$ cat src/rtl/mpu_entry_calc_if.sv
// Front-panel bundle of the entry calculator: switches and raw buttons in,
// ALU result, status flags, LEDs and the two 7-segment digits out.
interface mpu_entry_calc_if #(
   parameter int NIB_W    = 4,
   parameter int OPD_NIBS = 2
);
   localparam int W     = NIB_W * OPD_NIBS;
   localparam int IDX_W = $clog2(1 + 2 * OPD_NIBS);

   logic [NIB_W-1:0] sw;
   logic             btn_enter;
   logic             btn_back;
   logic [2*W-1:0]   result;
   logic             result_valid;
   logic             flag;
   logic             err;
   logic [IDX_W-1:0] entry_idx;
   logic [3:0]       led;
   logic [6:0]       seg_hi;
   logic [6:0]       seg_lo;

   modport master (
      output sw, btn_enter, btn_back,
      input  result, result_valid, flag, err, entry_idx, led, seg_hi, seg_lo
   );

   modport slave (
      input  sw, btn_enter, btn_back,
      output result, result_valid, flag, err, entry_idx, led, seg_hi, seg_lo
   );
endinterface

$ cat src/rtl/mpu_entry_calc.sv
// Nibble-entry calculator: opcode + two multi-nibble operands keyed in with an
// enter/back button pair, single-cycle ALU, LED status and two hex digits.
module mpu_entry_calc #(
   parameter int NIB_W    = 4,
   parameter int OPD_NIBS = 2,
   parameter int SYNC_STG = 2
) (
   input  logic               clk,
   input  logic               rst,
   mpu_entry_calc_if.slave    bus
);
   localparam int W     = NIB_W * OPD_NIBS;
   localparam int N     = 1 + 2 * OPD_NIBS;
   localparam int IDX_W = $clog2(N);

   typedef enum logic [1:0] {
      S_IDLE,
      S_ENTRY,
      S_CALC,
      S_DONE
   } state_t;

   state_t           state;
   logic [IDX_W-1:0] idx;
   logic [NIB_W-1:0] entries [N];
   logic [2*W-1:0]   result;
   logic             flag;
   logic             err;
   logic             result_valid;

   logic [SYNC_STG-1:0] en_sync;
   logic [SYNC_STG-1:0] bk_sync;
   logic                en_prev;
   logic                bk_prev;
   logic                enp;
   logic                bkp;

   // The extra prev flop turns the synchronised level into a one-cycle pulse
   always_ff @(posedge clk or posedge rst) begin
      if (rst) begin
         en_sync <= '0;
         bk_sync <= '0;
         en_prev <= 1'b0;
         bk_prev <= 1'b0;
      end else begin
         en_sync <= {en_sync[SYNC_STG-2:0], bus.btn_enter};
         bk_sync <= {bk_sync[SYNC_STG-2:0], bus.btn_back};
         en_prev <= en_sync[SYNC_STG-1];
         bk_prev <= bk_sync[SYNC_STG-1];
      end
   end

   assign enp = en_sync[SYNC_STG-1] & ~en_prev;
   assign bkp = bk_sync[SYNC_STG-1] & ~bk_prev;

   logic [NIB_W-1:0] opcode;
   logic [W-1:0]     opd_a;
   logic [W-1:0]     opd_b;

   always_comb begin
      opcode = entries[0];
      opd_a  = '0;
      opd_b  = '0;
      for (int i = 0; i < OPD_NIBS; i++) begin
         opd_a[(OPD_NIBS-1-i)*NIB_W +: NIB_W] = entries[1 + i];
         opd_b[(OPD_NIBS-1-i)*NIB_W +: NIB_W] = entries[1 + OPD_NIBS + i];
      end
   end

   logic [2*W-1:0] a_ext;
   logic [2*W-1:0] b_ext;
   logic [W:0]     add_sum;
   logic [W-1:0]   sub_diff;
   logic [W-1:0]   sh_amt;
   logic [W-1:0]   shl_val;
   logic [W-1:0]   shr_val;
   logic [2*W-1:0] alu_res;
   logic           alu_flag;
   logic           alu_err;

   // Narrow ops produce W bits and are zero-extended into the 2W result
   always_comb begin
      a_ext    = {{W{1'b0}}, opd_a};
      b_ext    = {{W{1'b0}}, opd_b};
      add_sum  = {1'b0, opd_a} + {1'b0, opd_b};
      sub_diff = opd_a - opd_b;
      sh_amt   = W'(opd_b % W);
      shl_val  = opd_a << sh_amt;
      shr_val  = opd_a >> sh_amt;
      alu_res  = '0;
      alu_flag = 1'b0;
      alu_err  = 1'b0;
      case (opcode)
         NIB_W'(0): begin
            alu_res  = {{(W-1){1'b0}}, add_sum};
            alu_flag = add_sum[W];
         end
         NIB_W'(1): begin
            alu_res  = {{W{1'b0}}, sub_diff};
            alu_flag = opd_a < opd_b;
         end
         NIB_W'(2): alu_res = a_ext * b_ext;
         NIB_W'(3): alu_res = {{W{1'b0}}, opd_a & opd_b};
         NIB_W'(4): alu_res = {{W{1'b0}}, opd_a | opd_b};
         NIB_W'(5): alu_res = {{W{1'b0}}, opd_a ^ opd_b};
         NIB_W'(6): alu_res = {{W{1'b0}}, shl_val};
         NIB_W'(7): alu_res = {{W{1'b0}}, shr_val};
         NIB_W'(8): alu_res = (a_ext > b_ext) ? a_ext : b_ext;
         NIB_W'(9): alu_res = (a_ext < b_ext) ? a_ext : b_ext;
         default:   alu_err = 1'b1;
      endcase
   end

   // enp is tested before bkp in every state, so a simultaneous back is dropped
   always_ff @(posedge clk or posedge rst) begin
      if (rst) begin
         state        <= S_IDLE;
         idx          <= '0;
         result       <= '0;
         flag         <= 1'b0;
         err          <= 1'b0;
         result_valid <= 1'b0;
         for (int i = 0; i < N; i++) entries[i] <= '0;
      end else begin
         case (state)
            S_IDLE: begin
               if (enp) begin
                  state <= S_ENTRY;
                  idx   <= '0;
               end
            end
            S_ENTRY: begin
               if (enp) begin
                  for (int i = 0; i < N; i++)
                     if (idx == IDX_W'(i)) entries[i] <= bus.sw;
                  idx <= idx + 1'b1;
                  if (idx == IDX_W'(N - 1)) state <= S_CALC;
               end else if (bkp) begin
                  if (idx != '0) begin
                     for (int i = 0; i < N - 1; i++)
                        if (idx == IDX_W'(i + 1)) entries[i] <= '0;
                     idx <= idx - 1'b1;
                  end else begin
                     state <= S_IDLE;
                  end
               end
            end
            S_CALC: begin
               result       <= alu_res;
               flag         <= alu_flag;
               err          <= alu_err;
               result_valid <= 1'b1;
               state        <= S_DONE;
            end
            S_DONE: begin
               if (enp) begin
                  state        <= S_IDLE;
                  idx          <= '0;
                  result_valid <= 1'b0;
                  for (int i = 0; i < N; i++) entries[i] <= '0;
               end else if (bkp) begin
                  state        <= S_ENTRY;
                  idx          <= IDX_W'(N - 1);
                  result_valid <= 1'b0;
               end
            end
            default: state <= S_IDLE;
         endcase
      end
   end

   function automatic logic [6:0] hex7(input logic [3:0] v);
      case (v)
         4'h0: hex7 = 7'h40;
         4'h1: hex7 = 7'h79;
         4'h2: hex7 = 7'h24;
         4'h3: hex7 = 7'h30;
         4'h4: hex7 = 7'h19;
         4'h5: hex7 = 7'h12;
         4'h6: hex7 = 7'h02;
         4'h7: hex7 = 7'h78;
         4'h8: hex7 = 7'h00;
         4'h9: hex7 = 7'h10;
         4'hA: hex7 = 7'h08;
         4'hB: hex7 = 7'h03;
         4'hC: hex7 = 7'h46;
         4'hD: hex7 = 7'h21;
         4'hE: hex7 = 7'h06;
         default: hex7 = 7'h0E;
      endcase
   endfunction

   logic [NIB_W-1:0] last_nib;
   logic [6:0]       seg_hi_c;
   logic [6:0]       seg_lo_c;

   // Digits are pure decodes of registered state, so reset blanks them at once
   always_comb begin
      last_nib = '0;
      for (int i = 1; i < N; i++)
         if (idx == IDX_W'(i)) last_nib = entries[i - 1];
      seg_hi_c = 7'h7F;
      seg_lo_c = 7'h7F;
      case (state)
         S_ENTRY: begin
            seg_hi_c = hex7(4'(idx));
            if (idx != '0) seg_lo_c = hex7(4'(last_nib));
         end
         S_DONE: begin
            seg_hi_c = hex7(result[7:4]);
            seg_lo_c = hex7(result[3:0]);
         end
         default: ;
      endcase
   end

   assign bus.result       = result;
   assign bus.result_valid = result_valid;
   assign bus.flag         = flag;
   assign bus.err          = err;
   assign bus.entry_idx    = idx;
   assign bus.led          = {flag | err, state == S_DONE,
                              (state == S_ENTRY) || (state == S_CALC),
                              state == S_IDLE};
   assign bus.seg_hi       = seg_hi_c;
   assign bus.seg_lo       = seg_lo_c;
endmodule

$ cat src/flat_wrapper.sv
// flat-port wrapper written by rule: the top's interface ports become plain ports
module mpu_entry_calc_flat 
#(
   parameter int NIB_W    = 4,
   parameter int OPD_NIBS = 2,
   parameter int SYNC_STG = 2
)
  (clk, rst, bus_sw, bus_btn_enter, bus_btn_back, bus_result, bus_result_valid, bus_flag, bus_err, bus_entry_idx, bus_led, bus_seg_hi, bus_seg_lo);
  mpu_entry_calc_if #(.NIB_W(NIB_W), .OPD_NIBS(OPD_NIBS)) bus_i ();
  input  logic clk;
  input  logic rst;
  input wire logic [$bits(bus_i.sw)-1:0] bus_sw;
  input wire logic [$bits(bus_i.btn_enter)-1:0] bus_btn_enter;
  input wire logic [$bits(bus_i.btn_back)-1:0] bus_btn_back;
  output wire logic [$bits(bus_i.result)-1:0] bus_result;
  output wire logic [$bits(bus_i.result_valid)-1:0] bus_result_valid;
  output wire logic [$bits(bus_i.flag)-1:0] bus_flag;
  output wire logic [$bits(bus_i.err)-1:0] bus_err;
  output wire logic [$bits(bus_i.entry_idx)-1:0] bus_entry_idx;
  output wire logic [$bits(bus_i.led)-1:0] bus_led;
  output wire logic [$bits(bus_i.seg_hi)-1:0] bus_seg_hi;
  output wire logic [$bits(bus_i.seg_lo)-1:0] bus_seg_lo;
  assign bus_i.sw = bus_sw;
  assign bus_i.btn_enter = bus_btn_enter;
  assign bus_i.btn_back = bus_btn_back;
  assign bus_result = bus_i.result;
  assign bus_result_valid = bus_i.result_valid;
  assign bus_flag = bus_i.flag;
  assign bus_err = bus_i.err;
  assign bus_entry_idx = bus_i.entry_idx;
  assign bus_led = bus_i.led;
  assign bus_seg_hi = bus_i.seg_hi;
  assign bus_seg_lo = bus_i.seg_lo;
  mpu_entry_calc #(.NIB_W(NIB_W), .OPD_NIBS(OPD_NIBS), .SYNC_STG(SYNC_STG)) u_core (.clk(clk), .rst(rst), .bus(bus_i));
endmodule
$ cat config.mk
export PLATFORM = sky130hd
export DESIGN_NAME = mpu_entry_calc_flat
export DESIGN_NICKNAME = d
export VERILOG_FILES = /design/src/rtl/mpu_entry_calc_if.sv /design/src/rtl/mpu_entry_calc.sv /design/src/flat_wrapper.sv
export SDC_FILE = /design/constraint.sdc
export NUM_CORES = 1
export LEC_CHECK = 0
export ABC_AREA = 1
export BUFFER_PORTS_ARGS = -buffer_cell sky130_fd_sc_hd__buf_2
export CAP_MARGIN = 25
export CORE_MARGIN = 2
export CORE_UTILIZATION = 55
export CTS_CLUSTER_DIAMETER = 150
export DETAILED_ROUTE_END_ITERATION = 6
export PLACE_DENSITY = 0.85
export SETUP_SLACK_MARGIN = 0.1
export SYNTH_ARGS = -nofsm -noshare
export SYNTH_HDL_FRONTEND = slang
export SYNTH_SLANG_ARGS = --single-unit
$ cat constraint.sdc
create_clock -name clk -period 4.2 [get_ports clk]
set_input_delay 0.84 -clock clk [delete_from_list [all_inputs] [get_ports clk]]
set_output_delay 0.84 -clock clk [all_outputs]
set_load 0.05 [all_outputs]
==> results.tsv <==
metric	value	unit
rsz0062_at_grt	true	
ys_ff_latch	50	
routedWlPerCell	15.9	um
hold_path_class	flip-flop to flip-flop	
synthMuxAreaShare	0	%
io_buffers	47	
dr_total_vias	7813	
ys_async_sr_fraction	100	%
drt-total-wl	22100	um
drt_iter0_markers	836	
synth-edff-count	0	
critPathMaxFanout	8	
worstSkewPairLatency	300	ps
die_h	121	um
fin_ws	218	ps
synth-simple-area-share	33.2	%
drv_cap	0	
final_area	0.00842	mm2
synth-adder-area-share	25.0	%
synthXorXnorAreaFrac	0.808	%
htreeDepth	2	
fin_nets	1349	
syn_area_per_cell	6.53	um2
clock_sinks	50	
synth_compound_area_share	11.6	%
antenna_found_initial	0	
cts_buffers	5	
viasPerCell	5.62	
initial_utilization	56.8	%
grt_pass1_vias	7246	
diodes	0	
period_share	94.8	%
ant_nets	0	
dp_hpwl	17100	um
critPathRequiredTime	4440	ps
fin_skew	5.72	ps
grt_pass1_wl	35600	um
worstSetupPathType	flip-flop to flip-flop	
setup.worst_path.end_class	flip-flop	
area_growth	11.0	%
die_area	0.0147	mm2
fmax	0.251	GHz
synth_cell_types	47	
arrival	4220	ps
ios	48	
maxSlewViolCount	0	
syn_nets	1299	
dp_slack	-10.5	ps
setup_viol	0	
drt_pass1_iterations	5	
drc	0	
place.gp.congestion	0.969	
worst_pin_slew	840	ps
fin_util	63.1	%
grtUsageTotal	30.3	%
overflow	0	
yosysWarnings	0	
slew_headroom	43.9	%
dpl_cell_area	0.00804	mm2
cts_tree	yes	
hold_viol_final	0	
grt_max_degree	30	
n_fill_cell	1203	
clk_pin_slew_worst_paths	70	ps
fin_crit	3980	ps
ys.flop_type	dfrtp_1	
clock_path_buffers	2	
drive_above_1_share	14.5	%
synthesis.area	0.00758	mm2
status	complete, no violations	
ys_seq_area_share	16.5	%
cts-root-buf	clkbuf_16	
synth_top_family_by_area	simple AND/OR/NAND/NOR gates	
core	0.0133	mm2
syn_inst	1162	
dieWidth	121	um
rows	42	
critical_path.startpoint_type	flip-flop	
cell type report:
type	instances	area (um2)	area share, %
Timing Repair Buffer	80	490	5.82
Inverter	198	746	8.86
Clock inverter	2	38.8	0.461
Sequential cell	50	1260	15.0
Tap cell	176	220	2.62
Multi-Input combinational cell	877	5530	65.6
Clock buffer	6	139	1.65
synthesized netlist by cell type, types with 4 or more instances:
cell type,instances,area (um2)
nor2_1,77,289
o22ai_1,7,43.8
clkinv_1,5,18.8
nor2_2,7,43.8
clkbuf_1,18,67.6
nand2_1,353,1330
o21ai_1,7,35.0
inv_2,14,52.6
buf_6,6,67.6
nand2_4,4,45.0
fa_1,38,761
or2_2,4,25.0
dfrtp_1,50,1250
inv_1,178,668
o21ai_0,52,260
buf_2,5,25.0
xnor2_1,5,43.8
nand2_2,7,43.8
o211ai_1,13,97.6
ha_1,91,1140
nand3_1,115,576
nand4_1,8,50.1
nand3b_1,4,30.0
nor3_1,6,30.0
a21oi_1,50,250
buf_4,6,45.0
through the flow:
| step | cells | hold slack, ps | setup TNS [ps] |
|---|---|---|---|
| floorplan | 1162 | 331 | 0 |
| detailed placement | 1377 | 344 | -10.5 |
| global route | 1389 | 366 | 0 |
| finish | 1389 | 364 | 0 |
| CTS | 1387 | 360 | 0 |
| global placement | 1377 | 338 | 0 |
cell usage in the layout (no fill, tap or decap), types with 31 or more instances in the layout:
| cell | instances |
|---|---|
| nand3_1 | 112 |
| ha_1 | 83 |
| o21ai_0 | 49 |
| buf_2 | 47 |
| a21oi_1 | 45 |
| dfrtp_1 | 43 |
| fa_1 | 36 |
| nor2_1 | 75 |
| nand2_1 | 347 |
| inv_1 | 175 |
| buf_4 | 31 |
routing by layer:
metal  GRT usage (%)  vias to the layer above  wire (um)
met4            8.05                        0        436
met5               0                        -          0
met2            50.0                      389      10300
li1                -                     3771          -
met1            41.9                     3613       9480
met3            4.14                       40       1850
cells by family after synthesis:
kind of cell / Yosys count
AO/OA/AOI/OAI: 150
XOR/XNOR: 7
adder cells (fa/ha/maj): 129
buffers and inverters: 235
flip-flops: 50
AND/OR/NAND/NOR: 591
repair_timing:
item | 4_1_cts | 5_1_grt
pin swaps | 0 | 23
resized for setup | 13 | 30
hold buffers | 0 | 0
endpoints found under the setup margin | 5 | 11
buffers inserted | 2 | 2
worst max-delay path, cell delays in order, from the launching register on:
cell and delay, ps:
dfrtp_2 480, nand2_1 100, inv_1 60, fa_1 560, fa_1 430, fa_1 500
inv_1 60, fa_1 540, inv_1 70, ha_4 290, nand2_1 80, o21a_1 200
nand2_2 90, nand2_2 60, o21ai_2 140, nor2_1 50, nor2_1 100, nand2_1 60
nand2_1 50
path summary, 6_finish.rpt:
check                                        from  depth (start not counted)  slack [ps]               endpoint
worst max-delay path              u_core.b_ext[2]                         18         220  u_core.bus.result[14]
worst min-delay path            u_core.en_sync[0]                          0         360      u_core.en_sync[1]
worst max register to register    u_core.b_ext[2]                         18         220  u_core.bus.result[14]
worst min register to register  u_core.en_sync[0]                          0         360      u_core.en_sync[1]
max in group asynchronous                     rst                          3        2860        u_core.b_ext[2]
min in group asynchronous                     rst                          2         550   u_core.bus.result[8]
registers in the layout (all words and copies together), names as in the netlist, named ones only:
name                     cells
u_core.bus.result           16
u_core.a_ext                 8
u_core.b_ext                 8
u_core.opcode                4
u_core.bus.entry_idx         3
u_core.bk_sync               2
u_core.en_sync               2
u_core.bk_prev               1
u_core.bus.err               1
u_core.bus.flag              1
u_core.bus.result_valid      1
u_core.en_prev               1
u_core.state                 1
Power is not shown: default switching activity piles up to over one toggle a cycle in this logic, so the estimate is an artifact.
